File: src/rtl/pipe_stage_ctrl.sv
// pipe_stage_ctrl: control register for one MIPS pipeline stage boundary.
// Holds the write-back control bundle and the Tnew countdown for the
// instruction currently in this stage. It also compares that bundle against
// a consumer's rs/rt operands and reports whether to forward or stall.
//
// Advance protocol (one rule for the whole block): on each rising edge,
// flush=1 loads a bubble (all fields 0) whatever en is. Otherwise en=1
// captures the upstream bundle, and en=0 holds every field, tnew included.
// There is no ready/valid backpressure inside this block. The stall decision
// belongs to the surrounding hazard unit, which drives en.
module pipe_stage_ctrl #(
  parameter int ADDR_W         = 5,
  parameter int SEL_W          = 2,
  parameter int TNEW_W         = 2,
  parameter int PC_W           = 32,
  parameter int DEC_ON_CAPTURE = 1,
  parameter int ZERO_REG_HAZ   = 0
) (
  input  logic              clk,
  input  logic              rst_n,
  input  logic              en,
  input  logic              flush,
  input  logic              in_valid,
  input  logic              in_regwr,
  input  logic [ADDR_W-1:0] in_waddr,
  input  logic [SEL_W-1:0]  in_wdsel,
  input  logic [TNEW_W-1:0] in_tnew,
  input  logic [PC_W-1:0]   in_pc4,
  output logic              valid,
  output logic              regwr,
  output logic [ADDR_W-1:0] waddr,
  output logic [SEL_W-1:0]  wdsel,
  output logic [TNEW_W-1:0] tnew,
  output logic [PC_W-1:0]   pc4,
  input  logic [ADDR_W-1:0] rs_addr,
  input  logic [TNEW_W-1:0] rs_tuse,
  input  logic [ADDR_W-1:0] rt_addr,
  input  logic [TNEW_W-1:0] rt_tuse,
  output logic              rs_fwd,
  output logic              rs_stall,
  output logic              rt_fwd,
  output logic              rt_stall
);

  localparam logic DEC_EN   = (DEC_ON_CAPTURE != 0);
  localparam logic ZERO_HAZ = (ZERO_REG_HAZ != 0);

  logic [TNEW_W-1:0] tnew_cap;
  logic              rs_match;
  logic              rt_match;

  // Tnew as it enters this stage: one cycle has elapsed, saturating at 0
  always_comb begin
    tnew_cap = in_tnew;
    if (DEC_EN && (in_tnew != '0)) begin
      tnew_cap = in_tnew - TNEW_W'(1);
    end
  end

  // Stage register: reset > flush > en > hold
  always_ff @(posedge clk or negedge rst_n) begin
    if (!rst_n) begin
      valid <= 1'b0;
      regwr <= 1'b0;
      waddr <= '0;
      wdsel <= '0;
      tnew  <= '0;
      pc4   <= '0;
    end else if (flush) begin
      valid <= 1'b0;
      regwr <= 1'b0;
      waddr <= '0;
      wdsel <= '0;
      tnew  <= '0;
      pc4   <= '0;
    end else if (en) begin
      valid <= in_valid;
      regwr <= in_regwr & in_valid;
      waddr <= in_waddr;
      wdsel <= in_wdsel;
      tnew  <= tnew_cap;
      pc4   <= in_pc4;
    end
  end

  // Hazard results use only registered state plus the consumer operands
  always_comb begin
    rs_match = valid & regwr & (waddr == rs_addr) & ((rs_addr != '0) | ZERO_HAZ);
    rt_match = valid & regwr & (waddr == rt_addr) & ((rt_addr != '0) | ZERO_HAZ);
    rs_fwd   = rs_match & (tnew == '0);
    rs_stall = rs_match & (tnew > rs_tuse);
    rt_fwd   = rt_match & (tnew == '0);
    rt_stall = rt_match & (tnew > rt_tuse);
  end

endmodule

File: config.mk
export PLATFORM = sky130hd
export DESIGN_NAME = pipe_stage_ctrl
export DESIGN_NICKNAME = d
export VERILOG_FILES = /design/src/rtl/pipe_stage_ctrl.sv
export SDC_FILE = /design/constraint.sdc
export NUM_CORES = 1
export LEC_CHECK = 0
export BUFFER_PORTS_ARGS = -buffer_cell sky130_fd_sc_hd__buf_2
export CORE_UTILIZATION = 49
export CTS_BUF_LIST = sky130_fd_sc_hd__clkbuf_4 sky130_fd_sc_hd__clkbuf_8
export CTS_CLUSTER_SIZE = 40
export DETAILED_ROUTE_END_ITERATION = 12
export HOLD_SLACK_MARGIN = 0.03
export MAX_ROUTING_LAYER = met4
export PLACE_DENSITY = 0.92
export SYNTH_ARGS = -nofsm -noshare
export SYNTH_HDL_FRONTEND = slang
export SYNTH_SLANG_ARGS = --single-unit
File: constraint.sdc
create_clock -name clk -period 3.2 [get_ports clk]
set_clock_uncertainty 0.15 [all_clocks]
set_input_delay 0.32 -clock clk [delete_from_list [all_inputs] [get_ports clk]]
set_output_delay 0.32 -clock clk [all_outputs]
set_load 0.01 [all_outputs]
==> tab_implementation.tex <==
\begin{tabular}{lr}
\hline
Metric & Value \\
\hline
\multicolumn{2}{l}{\textbf{Floorplanning}} \\
\quad Horizontal die dimension & 65.7 µm \\
\quad Placement Rows & 22 \\
\quad Die H & 65.7 µm \\
\quad Initial core utilization & between 50\% and 60\% \\
\quad I/O pin count & around 110 \\
\quad Standard cell core area & 3770 µm² \\
\quad Die footprint & about 4300 µm² \\
\multicolumn{2}{l}{\textbf{Setup path}} \\
\quad Critical path data arrival time & approximately 1.7 ns \\
\quad Critical path required time & between 2 and 3 ns \\
\quad Crit path max-delay cell type & or4\_1 \\
\quad Longest individual stage delay on the worst path & around 0.55 ns \\
\quad R2R depth & 3 \\
\quad Crit Path Category & register to output port \\
\quad Largest fanout on the critical path & 5 \\
\quad Critical path cell sequence & or4\_1 > a21oi\_2 > nor4\_1 > buf\_2 \\
\quad Crit. End Element & output port \\
\quad Kind of start point of the critical path & register \\
\multicolumn{2}{l}{\textbf{Final layout}} \\
\quad Fraction of final layout cells sized beyond drive strength 1 & around two fifths \\
\quad Layout fillers & 287 \\
\quad Final instance count without filler cells & about 340 \\
\quad Most common library cell in the layout ignoring fill and taps & buf\_2 \\
\quad Layout overhead on the synthesized area & 33.5\% \\
\quad Multi-input logic area & $\sim$840 µm² \\
\quad Most used cells in the layout excluding fill and tap cells & buf\_2, nor2\_1, dfrtp\_1, mux2i\_1, xnor2\_1 \\
\quad Final net count & approximately 350 \\
\quad Post-Layout Inst Area & approximately 2700 µm² \\
\quad FF+latch area & about 1100 µm² \\
\quad Antenna diode count & 0 \\
\quad Core occupancy in the finished layout & 70.4\% \\
\multicolumn{2}{l}{\textbf{Global routing}} \\
\quad Vias in the first global route & 1438 \\
\quad Antenna violations before repair & 0 \\
\quad First-pass GRT wire length & $\sim$6700 µm \\
\quad Maximum number of pins on one net before global-route repair & 44 \\
\quad Aggregate global-route resource usage & between 20\% and 30\% \\
\quad Overall overflow remaining after global route & 0 \\
\multicolumn{2}{l}{\textbf{Yosys}} \\
\quad Gate Count Post-Synth & $\sim$180 \\
\quad Post-synthesis sequential element count & 43 \\
\quad Post-Synthesis Net Count & 246 \\
\quad Post-synthesis cell type with the largest combined area & dfrtp\_1 \\
\quad Synth Warn \# & 0 \\
\quad Syn\_area\_per\_cell & roughly 11 µm² \\
\quad Biggest area contributors in the synthesized netlist & dfrtp\_1, mux2i\_1, nor2\_1 \\
\quad Number of unique standard cell types used by synthesis & 21 \\
\quad Area share of the largest cell type after synthesis & between 50\% and 60\% \\
\quad Share of the yosys chip area belonging to registers & 54.1\% \\
\quad Post-synthesis cell area & between 1500 and 2000 µm² \\
\multicolumn{2}{l}{\textbf{Worst hold path}} \\
\quad Hold crit path type & input pin to asynchronous set/reset pin \\
\multicolumn{2}{l}{\textbf{Clock tree}} \\
\quad Latest clock arrival within the worst-skew pair & between 0.2 and 0.3 ns \\
\quad Number of setup buffers added after CTS & 0 \\
\quad Hold bufs inserted after CTS & 0 \\
\quad Clock tree from TritonCTS & yes \\
\quad Cell at the root of the clock tree & clkbuf\_8 \\
\quad Clock transition at the register clock pins on the worst setup and hold paths after CTS & about 0.08 ns \\
\quad Number of H-tree levels & 2 \\
\quad Sinks on Clock Net & 43 \\
\quad Total clock buffers created by CTS & 5 \\
\quad Cells resized by post-CTS repair & 0 \\
\quad Clock Path Buffers & 2 \\
\multicolumn{2}{l}{\textbf{STA}} \\
\quad Unrepaired setup endpoints after global routing & false \\
\quad Final number of hold-violating endpoints & 0 \\
\quad Total setup violations reported at the end of the flow & 0 \\
\quad Min cycle time layout & about 2.1 ns \\
\quad Setup TNS Final & 0 ns \\
\quad Share of the clock period used by the worst path after layout & 66.3\% \\
\quad Max Clk Rate & around 0.47 GHz \\
\quad Slew headroom & approximately 39\% \\
\quad Min setup slack post-route & $\sim$1.1 ns \\
\quad Number of pins exceeding their max-slew limit in the final report & 0 \\
\quad Actual slew at the worst max-slew pin & slightly above 0.9 ns \\
\multicolumn{2}{l}{\textbf{Detailed routing}} \\
\quad Per-cell routed wire length & around 13 µm \\
\quad Routed via count & about 1600 \\
\quad DRC violation total after the first TritonRoute iteration & between 80 and 90 \\
\quad Number of remaining DRC errors & 0 \\
\quad Total Routed Length & 4250 µm \\
\quad Via/cell ratio & just under 5 \\
\quad Length of the first detailed-routing pass in iterations & 4 \\
\quad Remaining number of nets flagged by the antenna check after routing & 0 \\
\multicolumn{2}{l}{\textbf{Placement}} \\
\quad Count of port buffers added during placement & around 110 \\
\quad Final GP Congestion & around 0.72 \\
\quad Cell area reported after detailed placement & 2540 µm² \\
\quad Post-DP HPWL & 3110 µm \\
\quad Placed Cells & between 300 and 400 \\
\quad Placement-stage worst setup slack & between 1 and 1.5 ns \\
\multicolumn{2}{l}{\textbf{Power and ir drop}} \\
\quad Leakage & 1.53 nW \\
\quad Power density normalized to cell area & between 400 and 500 nW/µm² \\
\quad Highest ir drop seen on vdd & roughly 0.37 mV \\
\multicolumn{2}{l}{\textbf{Run status}} \\
\quad Run status & completed \\
\multicolumn{2}{l}{\textbf{Job}} \\
\quad MaxCap Viol Count & 0 \\
\hline
\end{tabular}
## cell type report
| cell class | instances | area share [%] |
|---|---|---|
| Sequential cell | 43 | 40.5 |
| Multi-Input combinational cell | 123 | 31.6 |
| Timing Repair Buffer | 108 | 20.5 |
| Clock buffer | 6 | 3.11 |
| Tap cell | 48 | 2.26 |
| Clock inverter | 2 | 1.32 |
| Inverter | 5 | 0.707 |
## cell families after synthesis
| kind of cell | Yosys count | synth area share (%) |
|---|---|---|
| AO/OA/AOI/OAI | 7 | 2.01 |
| buffers and inverters | 15 | 3.65 |
| adder cells (fa/ha/maj) | 4 | 2.52 |
| XOR/XNOR | 8 | 3.52 |
| multiplexers | 40 | 20.1 |
| AND/OR/NAND/NOR | 64 | 14.0 |
| flip-flops | 43 | 54.1 |
## final timing paths
kind	from	slack, ns	end
max reg2reg	tnew[0]	2.15	tnew[0]
min in group clk	in_pc4[15]	0.12	pc4[15]
max	waddr[0]	1.08	rt_stall
min	rst_n	0.01	pc4[18]
min reg2reg	pc4[8]	0.37	pc4[8]
max in group asynchronous	rst_n	2.32	waddr[1]
## through the flow
step,total power (W),hold WS [ns]
5_1_grt,0.00127,0.0820
3_3_place_gp,0.000790,0.346
6_report,0.00121,0.0103
3_5_place_dp,0.000796,0.356
2_1_floorplan,0.000706,-0.126
4_1_cts,0.00122,0.0390
## worst max-delay path: cells and delay by family, from the launching register on
family,cells,cell delay (ns)
and+or+nand+nor,2,0.63
DFF,1,0.44
AOI/OAI and AO/OA,1,0.17
buffers and inverters,1,0.14
## routing by layer
layer / global-route usage, % / part of all wire, % / up-vias
met3: 4.69 / 5.6 / 5
li1: - / - / 818
met2: 35.7 / 50 / 67
met5: - / 0 / -
met1: 25.9 / 42 / 744
met4: 8.15 / 1.5 / 0
## state kept, by name, summed over array words and instances, names as in the netlist
signal  cells
regwr       1
wdsel       2
waddr       5
valid       1
pc4        32
tnew        2
## synthesized netlist by cell type
master,n
dfrtp_1,43
nor2_1,43
mux2i_1,40
xnor2_1,8
a21oi_1,5
clkbuf_1,5
inv_1,5
nand3_1,5
buf_4,4
ha_1,4
nand2_1,3
and2_1,2
nand2b_1,2
nand4_1,2
nor3_1,2
nor4_1,2
or4_1,2
a21oi_2,1
buf_2,1
nor2b_1,1
o22ai_1,1
## where the power goes
group / internal [W] / total [W] / switching [W]
Sequential: 0.000573 / 0.000594 / 0.0000214
Combinational: 0.0000916 / 0.000189 / 0.0000975
Clock: 0.000252 / 0.000425 / 0.000173
No activity file was read; power rests on OpenSTA's default activity.
